<file path="src/rtl/fb_text_writer_pkg.sv">
// Shared text frame-buffer constants, control codes, writer state and cursor command encodings.
// Frame-buffer geometry must stay in step with the VGA address generator.
package fb_text_writer_pkg;

    localparam int unsigned ADDR_W  = 16;
    localparam int unsigned DATA_W  = 16;
    localparam int unsigned GLYPH_W = 8;
    localparam int unsigned COL_W   = 7;
    localparam int unsigned ROW_W   = 6;

    localparam logic [ADDR_W-1:0]  FB_BASE_DEF = 16'h3000;
    localparam int unsigned        COLS_DEF    = 80;
    localparam int unsigned        ROWS_DEF    = 60;
    localparam logic [GLYPH_W-1:0] BLANK_DEF   = 8'h00;

    localparam logic [GLYPH_W-1:0] CC_LF = 8'h0A;
    localparam logic [GLYPH_W-1:0] CC_BS = 8'h08;
    localparam logic [GLYPH_W-1:0] CC_FF = 8'h0C;

    typedef enum logic [2:0] {
        IDLE   = 3'd0,
        RD     = 3'd1,
        RDWAIT = 3'd2,
        WR     = 3'd3,
        CLR    = 3'd4
    } state_t;

    typedef enum logic [2:0] {
        CUR_HOLD    = 3'd0,
        CUR_ADVANCE = 3'd1,
        CUR_RETREAT = 3'd2,
        CUR_NEWLINE = 3'd3,
        CUR_HOME    = 3'd4
    } cur_cmd_t;

    // Replace one glyph lane of a frame-buffer word; odd columns live in the low byte.
    function automatic logic [DATA_W-1:0] lane_merge(input logic [DATA_W-1:0]  word,
                                                     input logic [GLYPH_W-1:0] glyph,
                                                     input logic               odd);
        return odd ? {word[DATA_W-1:GLYPH_W], glyph} : {glyph, word[GLYPH_W-1:0]};
    endfunction

endpackage

</file>
<file path="src/rtl/fb_text_writer_cursor.sv">
// Text cursor: column/row counters with advance, retreat, newline and home, all wrapping.
// prev_col_c/prev_row_c expose the cell a retreat would land on.
module fb_cursor
    import fb_text_writer_pkg::*;
#(
    parameter int unsigned COLS = COLS_DEF,
    parameter int unsigned ROWS = ROWS_DEF
) (
    input  logic             clk,
    input  logic             reset,
    input  cur_cmd_t         cmd,
    output logic [COL_W-1:0] col,
    output logic [ROW_W-1:0] row,
    output logic [COL_W-1:0] prev_col_c,
    output logic [ROW_W-1:0] prev_row_c
);

    logic [ROW_W-1:0] next_row;

    always_comb begin
        next_row   = (row == ROW_W'(ROWS - 1)) ? '0 : row + ROW_W'(1);
        prev_col_c = col - COL_W'(1);
        prev_row_c = row;
        if (col == '0) begin
            prev_col_c = COL_W'(COLS - 1);
            prev_row_c = (row == '0) ? ROW_W'(ROWS - 1) : row - ROW_W'(1);
        end
    end

    always_ff @(posedge clk or negedge reset) begin
        if (!reset) begin
            col <= '0;
            row <= '0;
        end else begin
            case (cmd)
                CUR_ADVANCE: begin
                    if (col == COL_W'(COLS - 1)) begin
                        col <= '0;
                        row <= next_row;
                    end else begin
                        col <= col + COL_W'(1);
                    end
                end
                CUR_RETREAT: begin
                    col <= prev_col_c;
                    row <= prev_row_c;
                end
                CUR_NEWLINE: begin
                    col <= '0;
                    row <= next_row;
                end
                CUR_HOME: begin
                    col <= '0;
                    row <= '0;
                end
                default: ;
            endcase
        end
    end

endmodule

</file>
<file path="src/rtl/fb_text_writer.sv">
// Glyph/control byte stream to text frame-buffer writer with hardware cursor.
// Glyphs are placed by read-modify-write so the neighbouring lane is preserved.
module fb_text_writer
    import fb_text_writer_pkg::*;
#(
    parameter int unsigned          ADDR_WIDTH  = ADDR_W,
    parameter logic [ADDR_WIDTH-1:0] FB_BASE    = ADDR_WIDTH'(FB_BASE_DEF),
    parameter int unsigned          COLS        = COLS_DEF,
    parameter int unsigned          ROWS        = ROWS_DEF,
    parameter logic [GLYPH_W-1:0]   BLANK_GLYPH = BLANK_DEF
) (
    input  logic                  clk,
    input  logic                  reset,
    input  logic [GLYPH_W-1:0]    ch_data,
    input  logic                  ch_valid,
    output logic                  ch_ready,
    output logic                  mem_req,
    input  logic                  mem_gnt,
    output logic [ADDR_WIDTH-1:0] mem_addr,
    output logic                  mem_we,
    output logic [DATA_W-1:0]     mem_wdata,
    input  logic [DATA_W-1:0]     mem_rdata,
    output logic [COL_W-1:0]      cursor_col,
    output logic [ROW_W-1:0]      cursor_row,
    output logic                  busy
);

    localparam logic [ADDR_WIDTH-1:0] LAST_ADDR = FB_BASE + ADDR_WIDTH'(COLS * ROWS / 2 - 1);

    state_t                state, state_n;
    cur_cmd_t              cur_cmd;
    logic [GLYPH_W-1:0]    glyph_q, glyph_n;
    logic                  bs_q, bs_n;
    logic                  req_n, we_n;
    logic [ADDR_WIDTH-1:0] addr_n;
    logic [DATA_W-1:0]     wdata_n;
    logic [COL_W-1:0]      prev_col;
    logic [ROW_W-1:0]      prev_row;
    logic                  accept;

    function automatic logic [ADDR_WIDTH-1:0] cell_addr(input logic [COL_W-1:0] c,
                                                         input logic [ROW_W-1:0] r);
        return FB_BASE + ADDR_WIDTH'(r) * ADDR_WIDTH'(COLS / 2) + ADDR_WIDTH'(c[COL_W-1:1]);
    endfunction

    fb_cursor #(
        .COLS (COLS),
        .ROWS (ROWS)
    ) u_cursor (
        .clk        (clk),
        .reset      (reset),
        .cmd        (cur_cmd),
        .col        (cursor_col),
        .row        (cursor_row),
        .prev_col_c (prev_col),
        .prev_row_c (prev_row)
    );

    assign ch_ready = (state == IDLE) && reset;
    assign busy     = (state != IDLE);
    assign accept   = ch_valid && ch_ready;

    // Next state and next registered memory-port values; an ungranted access holds everything.
    always_comb begin
        state_n = state;
        req_n   = mem_req;
        we_n    = mem_we;
        addr_n  = mem_addr;
        wdata_n = mem_wdata;
        glyph_n = glyph_q;
        bs_n    = bs_q;
        cur_cmd = CUR_HOLD;
        case (state)
            IDLE: begin
                if (accept) begin
                    case (ch_data)
                        CC_LF: cur_cmd = CUR_NEWLINE;
                        CC_FF: begin
                            cur_cmd = CUR_HOME;
                            state_n = CLR;
                            req_n   = 1'b1;
                            we_n    = 1'b1;
                            addr_n  = FB_BASE;
                            wdata_n = {BLANK_GLYPH, BLANK_GLYPH};
                        end
                        CC_BS: begin
                            if ((cursor_col != '0) || (cursor_row != '0)) begin
                                cur_cmd = CUR_RETREAT;
                                glyph_n = BLANK_GLYPH;
                                bs_n    = 1'b1;
                                state_n = RD;
                                req_n   = 1'b1;
                                we_n    = 1'b0;
                                addr_n  = cell_addr(prev_col, prev_row);
                            end
                        end
                        default: begin
                            glyph_n = ch_data;
                            bs_n    = 1'b0;
                            state_n = RD;
                            req_n   = 1'b1;
                            we_n    = 1'b0;
                            addr_n  = cell_addr(cursor_col, cursor_row);
                        end
                    endcase
                end
            end
            RD: begin
                if (mem_gnt) begin
                    state_n = RDWAIT;
                    req_n   = 1'b0;
                end
            end
            RDWAIT: begin
                state_n = WR;
                req_n   = 1'b1;
                we_n    = 1'b1;
                wdata_n = lane_merge(mem_rdata, glyph_q, cursor_col[0]);
            end
            WR: begin
                if (mem_gnt) begin
                    state_n = IDLE;
                    req_n   = 1'b0;
                    we_n    = 1'b0;
                    if (!bs_q) cur_cmd = CUR_ADVANCE;
                end
            end
            CLR: begin
                if (mem_gnt) begin
                    if (mem_addr == LAST_ADDR) begin
                        state_n = IDLE;
                        req_n   = 1'b0;
                        we_n    = 1'b0;
                    end else begin
                        addr_n = mem_addr + ADDR_WIDTH'(1);
                    end
                end
            end
            default: begin
                state_n = IDLE;
                req_n   = 1'b0;
                we_n    = 1'b0;
            end
        endcase
    end

    always_ff @(posedge clk or negedge reset) begin
        if (!reset) begin
            state     <= IDLE;
            mem_req   <= 1'b0;
            mem_we    <= 1'b0;
            mem_addr  <= FB_BASE;
            mem_wdata <= '0;
            glyph_q   <= '0;
            bs_q      <= 1'b0;
        end else begin
            state     <= state_n;
            mem_req   <= req_n;
            mem_we    <= we_n;
            mem_addr  <= addr_n;
            mem_wdata <= wdata_n;
            glyph_q   <= glyph_n;
            bs_q      <= bs_n;
        end
    end

endmodule
</file>
<file path="config.mk">
export PLATFORM = sky130hd
export DESIGN_NAME = fb_text_writer
export DESIGN_NICKNAME = d
export VERILOG_FILES = /design/src/rtl/fb_text_writer_pkg.sv /design/src/rtl/fb_text_writer_cursor.sv /design/src/rtl/fb_text_writer.sv
export SDC_FILE = /design/constraint.sdc
export NUM_CORES = 1
export LEC_CHECK = 0
export CORE_ASPECT_RATIO = 1.75
export CORE_MARGIN = 5
export CORE_UTILIZATION = 61
export CTS_BUF_LIST = sky130_fd_sc_hd__clkbuf_8
export CTS_CLUSTER_SIZE = 28
export DETAILED_ROUTE_END_ITERATION = 8
export GPL_ROUTABILITY_DRIVEN = 0
export PLACE_DENSITY = 0.87
export SETUP_SLACK_MARGIN = 0.3
export SYNTH_ARGS = -nofsm -noshare
export SYNTH_HDL_FRONTEND = slang
export SYNTH_HIERARCHICAL = 1
export SYNTH_SLANG_ARGS = --single-unit
</file>
<file path="constraint.sdc">
create_clock -name clk -period 5.11 [get_ports clk]
set_input_delay 1.2775 -clock clk [delete_from_list [all_inputs] [get_ports clk]]
set_output_delay 1.2775 -clock clk [all_outputs]
set_load 0.05 [all_outputs]
</file>
# Word level (Yosys, flattened, before mapping)
# Cells that the tools add are included.
classes:
  add_sub_neg: 9
  mul: 2
  div_mod_pow: 0
  magnitude_cmp: 0
  n_eq_ne: 26
  shift: 0
  mux: 46
  bitwise_logic: 2
  reduce_logical: 23
op_table:
  columns: ["cell", "count"]
  rows:
  - ["two-way mux 16 bit", 7]
  - ["one-hot mux 16 bit (2 select lines)", 2]
  - ["one-hot mux 16 bit (3 select lines)", 1]
  - ["adder 15 x 6 -> 16 bit", 2]
  - ["adder 14 x 12 -> 15 bit (first input constant)", 2]
  - ["equality test 8 x 4 -> 1 bit (second input constant)", 3]
  - ["two-way mux 6 bit", 4]
  - ["one-hot mux 6 bit (4 select lines)", 1]
  - ["two-way mux 3 bit", 7]
  - ["one-hot mux 7 bit (3 select lines)", 1]
  - ["multiplier 6 x 3 -> 9 bit (second input constant)", 2]
  - ["one-hot mux 3 bit (3 select lines)", 2]
  - ["adder 16 x 1 -> 16 bit (second input constant)", 1]
  - ["equality test 16 x 14 -> 1 bit (second input constant)", 1]
  - ["inequality test 2 bit (second input constant)", 8]
  - ["one-hot mux 8 bit (2 select lines)", 1]
  - ["one-hot mux 3 bit (5 select lines)", 1]
  - ["two-way mux 7 bit", 2]
  - ["AND reduction 7 bit", 2]
  - ["equality test 3 x 2 -> 1 bit (second input constant)", 4]
  - ["AND reduction 6 bit", 2]
  - ["two-way mux 1 bit", 9]
  - ["two-way mux 8 bit", 1]
  - ["adder 7 x 1 -> 7 bit (second input constant)", 1]
  - ["other kinds (30)", 41]
word_totals:
  register_bits: 59
  latchBits: 0
  ram_bits: 0
  rom_bits: 0
  in_bits: 28
  output_inout_bits: 49
  wordCells: 117
  mem_count: 0

# Longest topological paths before layout
# Gate-level depths: netlist of run 1.
logic_depth:
  ltp_word: 10
  mapped_depth: 16
  mapped_depth_nobuf: 16

# Cells and area by module
# The synthesis of run 1 kept the hierarchy.
by_module_without_submodules:
  columns: ["module", "n_inst", "cells_each", "area_each_um2", "seq_area_each_um2"]
  rows:
  - ["fb_text_writer", 1, 362, 3367.0, 1153.6]
  - ["fb_cursor", 1, 178, 1462.7, 325.3]

# Worst setup path after synthesis of run 1
# OpenSTA, ideal clock, no wires.
synth_path:
  kind: "input -> register"
  startpoint: "in ch_data[0]"
  endpoint: "reg u_cursor.row[1]"
  setup_time_ns: 0.084
  t_arrival_ns: 3.682
  required_time_ns: 5.026
  slack_ns: 1.344
  stages: 10
  n_path_buf: 2
  cell_sequence: "or4b_1 -> or4_4 -> nor2_1 -> o21a_1 -> buf_2 -> or3b_1 -> clkbuf_1 -> nor3_1 -> mux2i_1 -> o22ai_1"
synth_via:
  elab_chain_len: 7
  word_cells_on_any_way: 14
  classes_between: "8 x eq/ne; 4 x mux; 2 x reduce/logical"
synth_lines:
  columns: ["item", "line", "text"]
  rows:
  - ["start: declaration", "fb_text_writer.sv:14", "input logic [GLYPH_W-1:0] ch_data,"]
  - ["equality test 8 x 4 -> 1 bit", "fb_text_writer.sv:76", "case (ch_data)"]
  - ["one-hot mux 3 bit (3 select lines) *", "fb_text_writer.sv:76", null]
  - ["two-way mux 3 bit *", "fb_text_writer.sv:75", "if (accept) begin"]
  - ["one-hot mux 3 bit (2 select lines) *", "fb_text_writer.sv:73", "case (state)"]
  - ["via cur_cmd[1]", "fb_text_writer.sv:31", "cur_cmd_t cur_cmd;"]
  - ["equality test 3 x 1 -> 1 bit, or another cell as far along", "fb_text_writer_cursor.sv:35", "case (cmd)"]
  - ["inequality test 2 x 1 -> 1 bit (no source line) / nonzero test 4 bit (equally long branches)", null, null]
  - ["AND reduction 2 bit (no source line)", null, null]
  - ["end signal: assignment", "fb_text_writer_cursor.sv:39", "row <= next_row;"]
  - ["end signal: assignment", "fb_text_writer_cursor.sv:46", "row <= prev_row_c;"]
  - ["end signal: assignment", "fb_text_writer_cursor.sv:50", "row <= next_row;"]
  - ["end: declaration", "fb_text_writer_cursor.sv:13", "output logic [ROW_W-1:0] row,"]
# Mark *: on every way through the listed nets, which the timed path passes. The rest lies on a longest branch.
# A chain may end at the register's enable or synchronous reset.

# Worst setup path in the final report of run 1
layout_path:
  startpoint: "in ch_data[0]"
  endpoint: "reg u_cursor.col[4]"
layout_via:
  elab_chain_len: 7
  word_cells_on_any_way: 13
  classes_between: "7 x eq/ne; 4 x mux; 2 x reduce/logical"
layout_lines:
  columns: ["item", "line", "text"]
  rows:
  - ["equality test 8 x 4 -> 1 bit", "fb_text_writer.sv:76", null]
  - ["one-hot mux 3 bit (3 select lines) *", "fb_text_writer.sv:76", null]
  - ["two-way mux 3 bit *", "fb_text_writer.sv:75", null]
  - ["one-hot mux 3 bit (2 select lines) *", "fb_text_writer.sv:73", null]
  - ["via cur_cmd[2]", "fb_text_writer.sv:31", null]
  - ["equality test 3 x 2 -> 1 bit / equality test 3 bit (equally long branches)", "fb_text_writer_cursor.sv:35", null]
  - ["OR reduction 2 bit (no source line)", null, null]
  - ["one-hot mux 7 bit (3 select lines) / nonzero test 3 bit (equally long branches)", null, null]
  - ["end signal: assignment", "fb_text_writer_cursor.sv:41", "col <= col + COL_W'(1);"]
  - ["end signal: assignment", "fb_text_writer_cursor.sv:45", "col <= prev_col_c;"]
  - ["end: declaration", "fb_text_writer_cursor.sv:12", "output logic [COL_W-1:0] col,"]
# Marks and branches as above.

==> flow_summary.json, run 1 <==
{
  "cts.sinks": 59,
  "finalSetupViolCount": 0,
  "total_power_mw": 3.19,
  "diodes": 0,
  "place_inst": 685,
  "seq_area_mm2": 0.00148,
  "skew_ns": 0.00803,
  "stdcell_count": 701,
  "power.leakage_nw": 2.50,
  "status": "finished, final reports clean",
  "peakVddDrop_v": 0.000365,
  "p_seq_share_pct": 26.9,
  "critPathSlowestCell": "or4b_1",
  "routed_via_density": 6.74,
  "worstPathArrival_ns": 4.54,
  "synthesis.area_mm2": 0.00483,
  "worstMarginPinSlew_ns": 0.882,
  "p_int_mw": 1.60,
  "final_cell_area_mm2": 0.00579,
  "grt_pass1_wl_um": 22600,
  "hold_depth": 1,
  "cts_buffers": 9,
  "ff2ff_path_depth": 16,
  "die_h_um": 128,
  "path_cells": "clkdlybuf4s50_1 -> or4b_1 -> nor4_1 -> nand2_1 -> nor2_1 -> nor3b_1 -> a21o_1 -> nor4_1 -> a221o_1",
  "clkPwrFrac_pct": 13.0,
  "finalWorstSetupSlack_ns": 0.808,
  "area_delta_synth_final_pct": 20.0,
  "syn-num-nets": 600,
  "path_max_fanout": 18,
  "wl_um": 14100,
  "clock_latency_ns": 0.35,
  "start_util_pct": 61.4,
  "hpwlAfterDp_um": 10600,
  "final_common_cell": "clkdlybuf4s50_1",
  "r2r-start": "u_cursor/row[1]$_DFFE_PN0P_",
  "min_from": "mem_wdata[15]$_DFFE_PN0P_",
  "worst_r2r_endpoint": "mem_addr[11]$_DFFE_PN0P_",
  "root_buffer": "clkbuf_8",
  "nFillCells": 593,
  "place.port_buffers": 76,
  "report.final.slew_viol_count": 0,
  "ioPinCount": 77,
  "layout-drive-gt1-share_pct": 7.04,
  "post-route-period-util_pct": 84.2,
  "fmax_mhz": 232,
  "route.met3.wl_um": 833,
  "rrSetupSlack_ns": 1.01,
  "drc": 0,
  "holdPathEnd": "mem_wdata[15]$_DFFE_PN0P_",
  "cts_htree_levels": 3,
  "placed_area_mm2": 0.00560,
  "firstDrtPassIters": 6,
  "power_density_mw_per_mm2": 551,
  "dr.max_layer_used": "met4",
  "crit_top_cell": "nor4_1",
  "drtIter0Drc": 487,
  "cts_hold_buf": 0,
  "grt_max_degree": 62,
  "post-cts-setup-buffers": 0,
  "die_w_um": 77.2,
  "wl_met2_um": 7380,
  "end_kind": "flop",
  "switching_share_pct": 49.9,
  "post-route-min-period_ns": 4.30,
  "clkTransAtPathRegs_ns": 0.07,
  "cp.required_ns": 5.35,
  "hold_ws_ns": 0.489,
  "final_cell_mix": "clkdlybuf4s50_1, dfrtp_1, nand2_1, nor2_1, inv_1",
  "relSlewSlack_pct": 40.7,
  "cts_resized": 0,
  "vias": 4726,
  "synth_warnings": 6,
  "tritoncts": "done",
  "hold_viol": 0,
  "pre_cts_slack_ns": 0.545,
  "globalRouteTotalUtil_pct": 28.6,
  "antenna_left": 0,
  "multi_input_area_mm2": 0.00309,
  "synthCells": 539,
  "antenna_found_initial": 0,
  "cts_buffer_depth": 2,
  "finalNetCount": 667,
  "max_cap_viol_count": 0,
  "path_class": "primary input to flop",
  "final_core_utilization_pct": 73.7,
  "min_path_type": "flop to flop",
  "grt_setup_unrepaired": "no",
  "first_global_vias": 4611,
  "gr-total-overflow": 0,
  "fp.dieArea_mm2": 0.00986,
  "cpPeakStageDelay_ns": 0.61,
  "num_rows": 43,
  "power_frac_comb_pct": 60.1,
  "syn_area_per_cell_um2": 8.95,
  "wl_per_cell_um": 20.1,
  "crit_path_start_kind": "primary input",
  "core_mm2": 0.00786,
  "m1WireLength_um": 5190,
  "power.switching_mw": 1.59,
  "setup_tns_ns": 0
}
flip-flops by register name (all words and copies together) (netlist names):
signal / cells
state: 3
mem_req: 1
mem_addr: 16
bs_q: 1
u_cursor/row: 6
u_cursor/col: 7
mem_we: 1
glyph_q: 8
mem_wdata: 16
layout make-up:
class                           count  area share, %
Clock buffer                       10           2.38
Sequential cell                    59           25.5
Multi-Input combinational cell    422           53.3
Tap cell                           90           1.94
Inverter                           31           2.01
Timing Repair Buffer               83           14.0
Clock inverter                      6          0.886
metal layers:
| layer | track usage (%) | up-vias |
|---|---|---|
| li1 | - | 2160 |
| met4 | 17.0 | 0 |
| met5 | 0 | - |
| met1 | 29.8 | 2275 |
| met3 | 6.12 | 54 |
| met2 | 51.4 | 237 |
how the worst max path moves through the flow:
stage,startpoint,to,slack [ns],cells after the start
2_1_floorplan,ch_data[0],u_cursor/row[1]$_DFFE_PN0P_,1.34,10
3_3_place_gp,ch_data[0],u_cursor/row[5]$_DFFE_PN0P_,0.66,9
3_5_place_dp,ch_data[0],u_cursor/col[4]$_DFFE_PN0P_,0.54,9
4_1_cts,ch_data[0],u_cursor/row[5]$_DFFE_PN0P_,0.91,9
5_1_grt,ch_data[5],u_cursor/col[3]$_DFFE_PN0P_,0.61,9
6_report,ch_data[0],u_cursor/col[4]$_DFFE_PN0P_,0.81,9
power groups by stage:
stage / Sequential (mW) / Combinational (mW) / Clock, mW
after floorplan: 1.25 / 0.933 / 0
after global placement: 0.853 / 1.86 / 0
after detailed placement: 0.861 / 1.90 / 0
after CTS: 0.856 / 1.91 / 0.418
after global routing: 0.886 / 2.05 / 0.438
final: 0.860 / 1.92 / 0.414
worst max-delay path, delay by kind of cell:
kind | cells | cell delay [ns]
compound gates | 2 | 0.86
buf+inv | 1 | 0.42
simple gates | 6 | 1.96
Power figures use the tool's default switching activity.
==> run 2: changes to the inputs <==
--- a/config.mk
+++ b/config.mk
@@ -7,12 +7,12 @@
 export LEC_CHECK = 0
 export CORE_ASPECT_RATIO = 1.75
 export CORE_MARGIN = 5
-export CORE_UTILIZATION = 61
+export CORE_UTILIZATION = 56
 export CTS_BUF_LIST = sky130_fd_sc_hd__clkbuf_8
 export CTS_CLUSTER_SIZE = 28
 export DETAILED_ROUTE_END_ITERATION = 8
 export GPL_ROUTABILITY_DRIVEN = 0
-export PLACE_DENSITY = 0.87
+export PLACE_DENSITY = 0.81
 export SETUP_SLACK_MARGIN = 0.3
 export SYNTH_ARGS = -nofsm -noshare
 export SYNTH_HDL_FRONTEND = slang
==> constraint.sdc (replaced) <==
create_clock -name clk -period 4.1 [get_ports clk]
set_input_delay 1.025 -clock clk [delete_from_list [all_inputs] [get_ports clk]]
set_output_delay 1.025 -clock clk [all_outputs]
set_load 0.05 [all_outputs]
==> run 2 against run 1 <==
Die area up 8.0%. Clock power up 45%. Utilization is 0.10 points higher. Worst setup slack lost 0.42 ns. Critical path type unchanged. Critical endpoint is now u_cursor/row[4]$_DFFE_PN0P_. Largest cell class unchanged.
==> flow_summary.json, run 2 (same netlist as run 1, synthesis figures left out) <==
{
  "status": "finished, final reports clean",
  "place_inst": 738,
  "power.leakage_nw": 2.67,
  "routed_via_density": 6.41,
  "clock_latency_ns": 0.35,
  "power_density_mw_per_mm2": 675,
  "placed_area_mm2": 0.00584,
  "worstMarginPinSlew_ns": 0.720,
  "nFillCells": 639,
  "grt_pass1_wl_um": 23200,
  "min_path_type": "flop to flop",
  "root_buffer": "clkbuf_8",
  "wl_um": 14800,
  "num_rows": 44,
  "cts_buffers": 9,
  "fmax_mhz": 269,
  "worstPathArrival_ns": 3.95,
  "hpwlAfterDp_um": 11300,
  "finalNetCount": 698,
  "finalSetupViolCount": 0,
  "peakVddDrop_v": 0.000331,
  "multi_input_area_mm2": 0.00317,
  "place.port_buffers": 76,
  "die_w_um": 80.2,
  "drc": 0,
  "reg_top3": "mem_addr: 16 flops, mem_wdata: 16 flops, glyph_q: 8 flops",
  "globalRouteTotalUtil_pct": 27.8,
  "drtIter0Drc": 448,
  "stdcell_count": 757,
  "antenna_left": 0,
  "final_cell_area_mm2": 0.00618,
  "gr-total-overflow": 0,
  "path_max_fanout": 6,
  "fp.dieArea_mm2": 0.0106,
  "vias": 4852,
  "post-route-period-util_pct": 90.6,
  "end_kind": "flop",
  "first_global_vias": 4774,
  "crit_path_start_kind": "primary input",
  "grt_max_degree": 41,
  "cts_htree_levels": 3,
  "final_cell_mix": "clkdlybuf4s50_1, dfrtp_1, nand2_1, buf_4, nor2_1",
  "path_class": "primary input to flop",
  "total_power_mw": 4.17,
  "seq_area_mm2": 0.00148,
  "ioPinCount": 77,
  "relSlewSlack_pct": 51.4,
  "hold_viol": 0,
  "antenna_found_initial": 0,
  "cts_hold_buf": 0,
  "skew_ns": 0.00605,
  "tritoncts": "done",
  "grt_setup_unrepaired": "no",
  "cp.required_ns": 4.33,
  "die_h_um": 133,
  "clkTransAtPathRegs_ns": 0.07,
  "post-route-min-period_ns": 3.71,
  "start_util_pct": 57.7,
  "cts_buffer_depth": 2,
  "max_cap_viol_count": 0,
  "cts.sinks": 59,
  "report.final.slew_viol_count": 0,
  "core_mm2": 0.00837,
  "firstDrtPassIters": 5,
  "layout-drive-gt1-share_pct": 14.6,
  "final_common_cell": "clkdlybuf4s50_1",
  "area_delta_synth_final_pct": 28.0,
  "hold_ws_ns": 0.488,
  "wl_per_cell_um": 19.6,
  "diodes": 0
}
## run 2: what timing repair did
item	in CTS	in global routing
endpoints found under the setup margin	1	14
gates resized for setup	1	20
pin swaps	0	2
gates cloned	0	1
buffers inserted	0	2
## run 2: path summary, 6_finish.rpt
| path | endpoint | slack, ns | cells past startpoint | start |
|---|---|---|---|---|
| max | u_cursor/row[4]$_DFFE_PN0P_ | 0.39 | 11 | ch_data[0] |
| min | mem_wdata[15]$_DFFE_PN0P_ | 0.49 | 1 | mem_wdata[15]$_DFFE_PN0P_ |
| max reg2reg | mem_addr[9]$_DFFE_PN0P_ | 0.50 | 14 | u_cursor/row[1]$_DFFE_PN0P_ |
| min reg2reg | mem_wdata[15]$_DFFE_PN0P_ | 0.49 | 1 | mem_wdata[15]$_DFFE_PN0P_ |
| max in group asynchronous | mem_addr[12]$_DFFE_PN1P_ | 2.77 | 2 | reset |
| min in group asynchronous | u_cursor/col[0]$_DFFE_PN0P_ | 0.54 | 1 | reset |
## run 2: final cells by class
| cell class | instances | area share [%] |
|---|---|---|
| inverter | 31 | 1.88 |
| tap | 115 | 2.33 |
| clock inverter | 5 | 1.24 |
| sequential | 59 | 24.0 |
| multi-input combinational | 422 | 51.3 |
| timing repair buffer | 114 | 16.9 |
| clock buffer | 11 | 2.45 |
## run 2: report_power, final
part | internal [mW] | switching [mW] | total (mW)
Sequential | 0.801 | 0.247 | 1.05
Clock | 0.372 | 0.230 | 0.602
Combinational | 0.978 | 1.54 | 2.52
Total | 2.15 | 2.02 | 4.17
## run 2: metrics by stage
step | util [%] | setup TNS (ns) | worst slack, ns
6_report | 73.8 | 0 | 0.386
3_3_place_gp | 69.8 | 0 | 0.0368
2_1_floorplan | - | 0 | 0.339
4_1_cts | 72.5 | 0 | 0.322
3_5_place_dp | 69.8 | -0.0257 | -0.0257
5_1_grt | 73.8 | 0 | 0.296
## run 2: layer usage
layer | global-route usage [%] | share of wire, % | up-vias
li1 | - | - | 2216
met1 | 29.1 | 36 | 2327
met2 | 51.5 | 54 | 244
met3 | 4.08 | 5.5 | 65
met4 | 14.7 | 5.3 | 0
met5 | 0 | 0 | -
## run 2: critical path: stages
cell,delay (ns)
clkdlybuf4s50_1,0.42
or4b_4,0.58
or4_4,0.48
nor2_2,0.12
nand2_1,0.08
o31ai_2,0.13
nand2_1,0.19
nor4_4,0.35
buf_4,0.21
o2bb2ai_1,0.07
a221o_1,0.30
==> run 3: changes to the inputs <==
--- a/config.mk
+++ b/config.mk
@@ -7,12 +7,12 @@
 export LEC_CHECK = 0
 export CORE_ASPECT_RATIO = 1.75
 export CORE_MARGIN = 5
-export CORE_UTILIZATION = 56
+export CORE_UTILIZATION = 30
 export CTS_BUF_LIST = sky130_fd_sc_hd__clkbuf_8
 export CTS_CLUSTER_SIZE = 28
 export DETAILED_ROUTE_END_ITERATION = 8
 export GPL_ROUTABILITY_DRIVEN = 0
-export PLACE_DENSITY = 0.81
+export PLACE_DENSITY = 0.48
 export SETUP_SLACK_MARGIN = 0.3
 export SYNTH_ARGS = -nofsm -noshare
 export SYNTH_HDL_FRONTEND = slang
==> run 3 against run 2 <==
Sequential power about the same. Wire length up 9.6%. Worst setup slack better by 0.052 ns. Hold slack worse by 0.0079 ns. Critical path type unchanged. Non-clock buffer count up 2. Combinational power up 2%. Clock skew up 0.0050 ns. Global-route usage down 10 points. Sequential share of layout area down 0.17 points. Fmax up 1.4%. Sequential cell count unchanged. Utilization down 35 points.
==> flow_summary.json, run 3 (same netlist as run 1, synthesis figures left out) <==
{
  "status": "finished, final reports clean",
  "peakVddDrop_v": 0.000263,
  "power.leakage_nw": 2.65,
  "root_buffer": "clkbuf_8",
  "fp.dieArea_mm2": 0.0188,
  "grt_pass1_wl_um": 25500,
  "relSlewSlack_pct": 50.4,
  "reg_top3": "mem_addr: 16 flops, mem_wdata: 16 flops, glyph_q: 8 flops",
  "antenna_left": 0,
  "dr.max_layer_used": "met4",
  "wl_met2_um": 8880,
  "crit_path_start_kind": "primary input",
  "max_cap_viol_count": 0,
  "area_delta_synth_final_pct": 28.8,
  "finalWorstSetupSlack_ns": 0.438,
  "vias": 4625,
  "hold_viol": 0,
  "ioPinCount": 77,
  "worstPathArrival_ns": 3.90,
  "place.port_buffers": 76,
  "min_path_type": "primary input to async pin",
  "fmax_mhz": 273,
  "start_util_pct": 30.4,
  "diodes": 0,
  "setup_tns_ns": 0,
  "cts_htree_levels": 3,
  "tritoncts": "done",
  "cp.required_ns": 4.34,
  "firstDrtPassIters": 4,
  "post-route-period-util_pct": 89.3,
  "core_mm2": 0.0159,
  "drtIter0Drc": 166,
  "clkTransAtPathRegs_ns": 0.08,
  "power_density_mw_per_mm2": 657,
  "gr-total-overflow": 0,
  "rrSetupSlack_ns": 0.49,
  "die_h_um": 178,
  "route.met3.wl_um": 658,
  "cts_hold_buf": 0,
  "report.final.slew_viol_count": 0,
  "drc": 0,
  "die_w_um": 106,
  "ff2ff_path_depth": 14,
  "grt_max_degree": 58,
  "finalNetCount": 700,
  "routed_via_density": 5.55,
  "post-route-min-period_ns": 3.66,
  "grt_setup_unrepaired": "no",
  "antenna_found_initial": 0,
  "worstMarginPinSlew_ns": 0.743,
  "cts.sinks": 59,
  "layout-drive-gt1-share_pct": 14.3,
  "cts_buffer_depth": 2,
  "path_max_fanout": 18,
  "clock_latency_ns": 0.35,
  "path_class": "primary input to flop",
  "pre_cts_slack_ns": -0.0673,
  "final_common_cell": "clkdlybuf4s50_1",
  "hpwlAfterDp_um": 13000,
  "skew_ns": 0.0110,
  "wl_per_cell_um": 19.5,
  "cts_buffers": 9,
  "m1WireLength_um": 6100,
  "globalRouteTotalUtil_pct": 17.4,
  "finalSetupViolCount": 0,
  "first_global_vias": 4727,
  "end_kind": "flop",
  "wl_um": 16200,
  "num_rows": 61,
  "final_cell_mix": "clkdlybuf4s50_1, dfrtp_1, nand2_1, buf_4, nor2_1",
  "r2r-start": "u_cursor/col[5]$_DFFE_PN0P_",
  "worst_r2r_endpoint": "mem_addr[10]$_DFFE_PN0P_"
}
==> run 3: power breakdown <==
part | switching [mW] | internal, mW
logic | 1.57 | 0.993
registers | 0.236 | 0.800
clock network | 0.263 | 0.221
==> run 3: per-stage QoR <==
stage          std cells  util, %  hold slack [ns]  power, mW  cell area, um^2
6_report             833     39.2            0.481       4.08             6220
5_1_grt              833     39.2            0.476       4.35             6220
3_3_place_gp         816     37.6            0.475       3.58             5960
4_1_cts              832     38.7            0.460       4.10             6140
2_1_floorplan        539        -            0.465       2.72             4830
3_5_place_dp         816     37.6            0.475       3.59             5960
==> run 3: how the worst max path moves through the flow <==
stage,end,cells after the start,startpoint,slack (ns)
2_1_floorplan,mem_addr[8]$_DFFE_PN0P_,15,u_cursor/row[1]$_DFFE_PN0P_,0.34
4_1_cts,mem_addr[10]$_DFFE_PN0P_,17,u_cursor/row[1]$_DFFE_PN0P_,0.29
3_5_place_dp,u_cursor/row[5]$_DFFE_PN0P_,9,ch_data[0],-0.07
5_1_grt,u_cursor/row[4]$_DFFE_PN0P_,10,ch_data[0],0.29
6_report,u_cursor/row[5]$_DFFE_PN0P_,9,ch_data[0],0.44
3_3_place_gp,u_cursor/row[5]$_DFFE_PN0P_,9,ch_data[0],-0.01
==> run 3: worst max-delay path, stage by stage <==
cell	delay, ns
clkdlybuf4s50_1	0.42
or4b_1	0.62
or4_4	0.46
nor2_1	0.15
o21a_2	0.25
nor3b_1	0.09
a21o_2	0.34
o211a_1	0.27
a221o_1	0.28
==> run 3: layer usage <==
layer  global-route usage (%)  vias to the layer above
met5                        0                        -
met2                     33.7                      138
met1                     18.1                     2235
li1                         -                     2219
met4                     7.78                        0
met3                     2.95                       33
==> run 3: area by class of cell <==
class | count | area, um^2
Timing Repair Buffer | 116 | 1070
Multi-Input combinational cell | 422 | 3140
Fill cell | 1630 | 9660
Clock buffer | 9 | 124
Tap cell | 189 | 236
Clock inverter | 7 | 53.8
Sequential cell | 59 | 1480
Inverter | 31 | 116
==> run 3: repair_timing <==
item / 4_1_cts / 5_1_grt
setup endpoints to repair: 3 / 14
buffers inserted: 0 / 1
resized for setup: 3 / 14
pin swaps: 0 / 2
